`src/rtl/rast_tri_feeder.sv`:
```
// rast_tri_feeder: FIFO-buffered triangle source for rast's R10 input port.
// Optional RAST_FEED_DEGEN_DROP_EN drops zero-area triangles at push.
module rast_tri_feeder #(
  parameter int SIGFIG = 24,
  parameter int RADIX  = 10,
  parameter int VERTS  = 3,
  parameter int AXIS   = 3,
  parameter int COLORS = 3,
  parameter int DEPTH  = 4
) (
  input  logic clk,
  input  logic rst,
  input  logic signed [VERTS-1:0][AXIS-1:0][SIGFIG-1:0] in_tri,
  input  logic [COLORS-1:0][SIGFIG-1:0] in_color,
  input  logic in_valid,
  output logic in_ready,
  input  logic halt_RnnnnL,
  output logic signed [VERTS-1:0][AXIS-1:0][SIGFIG-1:0] tri_R10S,
  output logic [COLORS-1:0][SIGFIG-1:0] color_R10U,
  output logic validTri_R10H,
  output logic [$clog2(DEPTH+2)-1:0] occupancy,
  output logic [15:0] issued_count
`ifdef RAST_FEED_DEGEN_DROP_EN
  ,
  output logic [15:0] dropped_count
`endif
);

  localparam int AW = $clog2(DEPTH);
  localparam int CW = $clog2(DEPTH+1);
  localparam int OW = $clog2(DEPTH+2);

  typedef logic signed [VERTS-1:0][AXIS-1:0][SIGFIG-1:0] tri_t;
  typedef logic [COLORS-1:0][SIGFIG-1:0] col_t;

  if (RADIX >= SIGFIG || DEPTH < 2 || (DEPTH & (DEPTH-1)) != 0)
    begin : g_bad_param
      $error("rast_tri_feeder: bad parameters");
    end

  tri_t mem_tri [DEPTH];
  col_t mem_col [DEPTH];

  logic [AW-1:0] wptr, rptr;
  logic [CW-1:0] fifo_count;

  logic push, keep, load, fire;
  logic empty, bypass, wr, pop;

  assign in_ready = rst && (fifo_count < CW'(DEPTH));
  assign push     = in_valid && in_ready;
  assign fire     = validTri_R10H && halt_RnnnnL;
  assign load     = !validTri_R10H || halt_RnnnnL;
  assign empty    = (fifo_count == '0);

`ifdef RAST_FEED_DEGEN_DROP_EN
  localparam int A2W = 2*SIGFIG+2;
  logic signed [SIGFIG:0] dx1, dy1, dx2, dy2;
  logic signed [A2W-1:0] area2;
  logic degen;

  assign dx1 = (SIGFIG+1)'($signed(in_tri[1][0]))
             - (SIGFIG+1)'($signed(in_tri[0][0]));
  assign dy1 = (SIGFIG+1)'($signed(in_tri[1][1]))
             - (SIGFIG+1)'($signed(in_tri[0][1]));
  assign dx2 = (SIGFIG+1)'($signed(in_tri[2][0]))
             - (SIGFIG+1)'($signed(in_tri[0][0]));
  assign dy2 = (SIGFIG+1)'($signed(in_tri[2][1]))
             - (SIGFIG+1)'($signed(in_tri[0][1]));
  assign area2 = A2W'(dx1) * A2W'(dy2) - A2W'(dx2) * A2W'(dy1);
  assign degen = (area2 == '0);
  assign keep  = push && !degen;

  // count handshakes that were swallowed as zero-area
  always_ff @(posedge clk or negedge rst) begin
    if (!rst)
      dropped_count <= '0;
    else if (push && degen)
      dropped_count <= dropped_count + 16'd1;
  end
`else
  assign keep = push;
`endif

  assign bypass = load && empty && keep;
  assign wr     = keep && !bypass;
  assign pop    = load && !empty;

  assign occupancy = OW'(fifo_count) + OW'(validTri_R10H);

  // FIFO storage; contents are don't-care until written
  always_ff @(posedge clk) begin
    if (wr) begin
      mem_tri[wptr] <= in_tri;
      mem_col[wptr] <= in_color;
    end
  end

  // FIFO pointers and count
  always_ff @(posedge clk or negedge rst) begin
    if (!rst) begin
      wptr       <= '0;
      rptr       <= '0;
      fifo_count <= '0;
    end else begin
      if (wr)  wptr <= wptr + AW'(1);
      if (pop) rptr <= rptr + AW'(1);
      fifo_count <= fifo_count + CW'(wr) - CW'(pop);
    end
  end

  // output register: FIFO head first, else same-cycle bypass
  always_ff @(posedge clk or negedge rst) begin
    if (!rst) begin
      tri_R10S      <= '0;
      color_R10U    <= '0;
      validTri_R10H <= 1'b0;
      issued_count  <= '0;
    end else begin
      if (fire)
        issued_count <= issued_count + 16'd1;
      if (load) begin
        if (!empty) begin
          tri_R10S      <= mem_tri[rptr];
          color_R10U    <= mem_col[rptr];
          validTri_R10H <= 1'b1;
        end else if (keep) begin
          tri_R10S      <= in_tri;
          color_R10U    <= in_color;
          validTri_R10H <= 1'b1;
        end else begin
          validTri_R10H <= 1'b0;
        end
      end
    end
  end

endmodule

```
`config.mk`:
```
export PLATFORM = sky130hd
export DESIGN_NAME = rast_tri_feeder
export DESIGN_NICKNAME = d
export VERILOG_FILES = /design/src/rtl/rast_tri_feeder.sv
export SDC_FILE = /design/constraint.sdc
export NUM_CORES = 1
export LEC_CHECK = 0
export BUFFER_PORTS_ARGS = -buffer_cell sky130_fd_sc_hd__buf_4
export CORE_UTILIZATION = 50
export CTS_CLUSTER_DIAMETER = 150
export DETAILED_ROUTE_END_ITERATION = 12
export GPL_TIMING_DRIVEN = 0
export MAX_ROUTING_LAYER = met4
export PLACE_DENSITY = 0.67
export SLEW_MARGIN = 20
export SYNTH_ARGS = -nofsm -noshare
export SYNTH_HDL_FRONTEND = slang
export SYNTH_SLANG_ARGS = --single-unit
```
`constraint.sdc`:
```
create_clock -name clk -period 14.85 [get_ports clk]
set_input_delay 0 -clock clk [delete_from_list [all_inputs] [get_ports clk]]
set_output_delay 0 -clock clk [all_outputs]
set_load 0.005 [all_outputs]
```
## Yosys cells after proc, flatten, opt, wreduce, memory -nomap -nowiden

Memory sizes are Yosys's and may differ from the RTL's.
Cells that the tools add are included.

- $add $sub $neg: 6
- $lt $le $gt $ge: 1
- Equal/unequal tests: 1
- Mux-type cells: 8
- Reductions and logical operators: 13

Operators with widths:

| operator | count |
|---|---|
| $mux W216 | 2 |
| $mux W72 | 2 |
| $add A16 B1 Y16 const B | 1 |
| $logic_and A1 B1 Y1 | 7 |
| $add A3 B1 Y3 | 2 |
| $add A2 B1 Y2 const B | 2 |
| $mux W1 | 4 |
| $logic_not A1 Y1 | 3 |
| $logic_not A3 Y1 | 1 |
| $lt A3 B3 Y1 const B | 1 |
| $sub A3 B1 Y3 | 1 |
| $ne A2 B2 Y1 const B | 1 |
| $reduce_and A2 Y1 | 1 |
| $logic_or A1 B1 Y1 | 1 |

- Register bits: 312
- RAM bits: 1152
- Output and inout port bits: 309
- Logic and storage cells: 48
- Memories kept: 2

Memory list:

| name | words | bits a word | rd ports | clocked after Yosys merged registers in | wr ports | line | text |
|---|---|---|---|---|---|---|---|
| mem_tri | 4 | 216 | 1 | 0 | 1 | 41 | `tri_t mem_tri [DEPTH];` |
| mem_col | 4 | 72 | 1 | 0 | 1 | 42 | `col_t mem_col [DEPTH];` |

## Depth between registers and ports, before layout

- Depth in word-level cells: 8
- Gate-level depth with buffers: 11

## Worst setup path after synthesis

OpenSTA, ideal clock, no wires.

- Path kind: reg-to-reg
- From: reg fifo_count[2]
- To: mem mem_col[0][0] (netlist name) (enable)
- Data arrival time: 7.377 ns
- Data required time: 14.162 ns
- Slack: 6.785 ns
- Stages on the path, launching flop included: 4
- Path buffers: 1
- Period minus slack after synthesis: 8.065 ns
- Path through: dfrtp_1 and3b_1 buf_2 and3_1

- Cells in the longest elaborated chain, start to end: 8

Ends and longest elaborated chain:

| item | line | text |
|---|---|---|
| start, declared | 45 | `logic [CW-1:0] fifo_count;` |
| start signal, assigned | 108 | `fifo_count <= fifo_count + CW'(wr) - CW'(pop);` |
| $lt A3 B3 Y1 | 50 | `assign in_ready = rst && (fifo_count < CW'(DEPTH));` |
| $logic_and A1 B1 Y1 | 50 |  |
| $logic_and A1 B1 Y1 | 51 | `assign push = in_valid && in_ready;` |
| $logic_and A1 B1 Y1 | 85 | `assign bypass = load && empty && keep;` |
| $logic_not A1 Y1 | 86 | `assign wr = keep && !bypass;` |
| $logic_and A1 B1 Y1 * | 86 |  |
| $mux W1 * | 93 | `if (wr) begin` |
| $mux W1 (implied by the code) * | 95 | `mem_col[wptr] <= in_color;` |
| end, declared | 42 |  |

Mark *: on every way between the ends. The rest lies on a longest branch, timed or not.

## Final worst setup path

- From: in rst
- To: mem mem_tri[2][184] (netlist name) (enable)

- Cells in the longest elaborated chain, start to end: 7

Ends and longest elaborated chain:

| item | line | text |
|---|---|---|
| start, declared | 12 | `input logic rst,` |
| $logic_and A1 B1 Y1 * | 50 |  |
| $logic_and A1 B1 Y1 * | 51 |  |
| $logic_and A1 B1 Y1 | 85 |  |
| $logic_not A1 Y1 | 86 |  |
| $logic_and A1 B1 Y1 * | 86 |  |
| $mux W1 * | 93 |  |
| $mux W1 (implied by the code) * | 94 | `mem_tri[wptr] <= in_tri;` |
| end, declared | 41 |  |

Marks and branches as above.

==> summary.txt <==
Post-synth ARST share: 21.3%
crit path time final: 4.17 ns
LEAKAGE: 0.0261 uW
Area growth, synth to finish: 33.1%
RD Place Congestion: 0.779
pwr/cell area: 178 nW/um2
hold crit path type: in -> reg
Die X-Extent: 332 um
final net count: 4519
Die ar.: 110000 um2
syn nets: 3158
Crit Path Class: in -> reg
Slowest-stage cell, CP: and3_4
CP Max Fanout: 77
xor/xnor cell area share of the yosys netlist: 0.339%
commonest cells in the netlist: edfxtp_1, nor2_1, dfrtp_1
Warnings, synthesis: 0
remaining global-route overflow: 0
Levels on crit path: 13
die height: 332 um
Clock Sinks: 1464
sequential fraction of the synthesis area: 78.1%
crit-path cells: dlygate4sd3_1 -> dlygate4sd3_1 -> buf_8 -> buf_16 -> buf_16 -> and3b_1 -> buf_2 -> and3_4 -> buf_16 -> buf_16 -> buf_16 -> buf_12 -> buf_16
Initial Util: 50.6%
most numerous cell in the Yosys netlist: edfxtp_1
slowest stage delay, CP: 0.59 ns
final setup TNS: 0 ns
hpwl dp: 85000 um
hold_ws: 0.0460 ns
Most common cell on crit path: buf_16
mux cell area share after synthesis: 12.0%
register area: 42400 um2
status: completed
Rel. slew slack: 40.3%
Top FF cell, synth: edfxtp_1
initial antenna violation count: 19
Synth Register Bits: 1464
CTS-repair resized insts: 0
vias in the first global route: 34.0k
Synth top area share: 63.7%
CTS tree: yes
fin crit share: 28.1%
I/O Buffers: 600
largest net degree at the start of global routing: 78
worst slew pin tran: 0.896 ns
Num CTS Buffers: 149
worst-skew pair later-pin latency: 0.76 ns
CTS root buf: clkbuf_16
WP buf/inv: 11
Final Setup Violations: 0
Worst EP required: 15.26 ns
share of layout cells above drive strength 1: 29.2%
H-tree depth: 4
Area contributors post-synth: edfxtp_1, dfrtp_1, mux4_2, nor2_1, o22ai_1
number of synthesized flops with an enable pin: 1152
Crit path arrival time: 4.58 ns
Setup WS pre-CTS: 10.67 ns
Syn Inst Count: 2857
post-layout util: 67.3%
Site Rows: 120
main combinational cell family by area after synthesis: multiplexers
CP Launch Type: input pin
final worst slack: 10.68 ns
Vias: 32.0k
post-synth top area cell: edfxtp_1
DRC Markers: 0
CP Capture Type: flip-flop
Adder-Cell Fraction of Synth Area: 0.221%
GR Util All Layers: 26.4%
vias per cell: 5.54
Design Area, Final: 72300 um2
Ports: 601
setup bufs post-CTS: 0
clk buf depth: 3
skew final: 0.0394 ns
first-pass GRT wire length: 211000 um
Starting DRT DRC Count: 2392
Final Max Slew Viols: 0
post-cts hold buffer count: 575
synthesized area per cell: 19.0 um2
Reg2Reg Depth: 8
Max Cap Viol: 0
dpl cell area: 61400 um2
RSZ-0062 raised after global routing: no
synthesized-area fraction occupied by and/or/nand/nor cells: 4.41%
drt wl/cell: 24.2 um
fillers: 6918
clk slew on worst S/H paths: 0.06 ns
Initial DRT Pass Iterations: 6
Top delay family on crit path: buffers and inverters
Worst Hold Depth: 2
Peak VDD IR: 0.129 mV
Mapped Area: 54300 um2
Core Footprint: 107000 um2
drt total wl: 140000 um
Fmax: 240 MHz
multi-input logic area: 11000 um2
Synth Area in Compound Gates: 3.37%
Final ANT Viol Nets: 0
Hold Violations, Final: 0
Yosys cell types: 33
metal layers:
metal	share of wire, %	GRT usage (%)
met1	40	33.6
met5	0	-
met2	50	42.3
met3	7.1	5.86
met4	3.2	9.17
power by group:
group	internal (uW)	switching, uW
clock network	2220	1570
registers	5090	323
logic	1820	1810
total	9130	3700
per-stage QoR:
stage	total power [uW]	std cells
final	12800	5769
after detailed placement	9000	4895
after global placement	9040	4860
after floorplan	7450	2857
after global routing	13400	5766
after CTS	12900	5747
kinds of logic after synthesis:
group,Yosys count
flops,1464
simple gates,619
compound gates,291
mux,289
buf+inv,164
xor+xnor,21
fa+ha+maj,9
flip-flops by register name, summed over array words and instances (netlist names):
register	cells
color_R10U	72
mem_col	288
fifo_count	3
rptr	2
validTri_R10H	1
issued_count	16
tri_R10S	216
mem_tri	864
wptr	2
layout by cell type (no fill, tap or decap), types with 5 or more instances in the layout:
cell type,count
nand2_1,10
buf_4,618
o22ai_1,288
xor2_1,6
diode_2,22
clkbuf_1,74
buf_16,21
bufinv_16,14
buf_6,9
clkbuf_8,18
clkbuf_16,150
buf_12,15
buf_1,16
clkinvlp_4,6
dlygate4sd3_1,574
nor2_1,582
clkinv_2,22
clkinv_1,11
edfxtp_1,1152
buf_2,81
inv_1,5
dfrtp_1,312
nand3_1,5
mux4_2,288
ha_1,8
xnor2_1,15
inv_6,7
cell type report:
cell class                 count  share of cell area (%)
antenna                       22                  0.0762
buffer                       159                    1.17
clock buffer                 209                    5.75
clock inverter                68                    1.16
inverter                       5                  0.0260
multi-input combinational   1229                    15.3
sequential                  1464                    58.7
tap                         1403                    2.43
timing repair buffer        1210                    15.4
worst paths after layout:
path | slack [ns] | endpoint | start
max | 10.68 | mem_tri[2][184] | rst
min | 0.05 | mem_tri[2][79] | in_tri[79]
max reg2reg | 11.44 | mem_tri[2][184] | fifo_count[2]
min reg2reg | 0.50 | issued_count[7] | issued_count[7]
max in group asynchronous | 13.54 | color_R10U[56] | rst
min in group asynchronous | 0.41 | tri_R10S[106] | rst
worst reg2reg max path, cell delays in order, from the launching register on:
cell and delay, ns:
dfrtp_1 0.51, and3b_1 0.26, buf_2 0.19, and3_4 0.60
buf_16 0.31, buf_16 0.29, buf_16 0.32, buf_12 0.27
buf_16 0.27
Power figures use the tool's default switching activity.
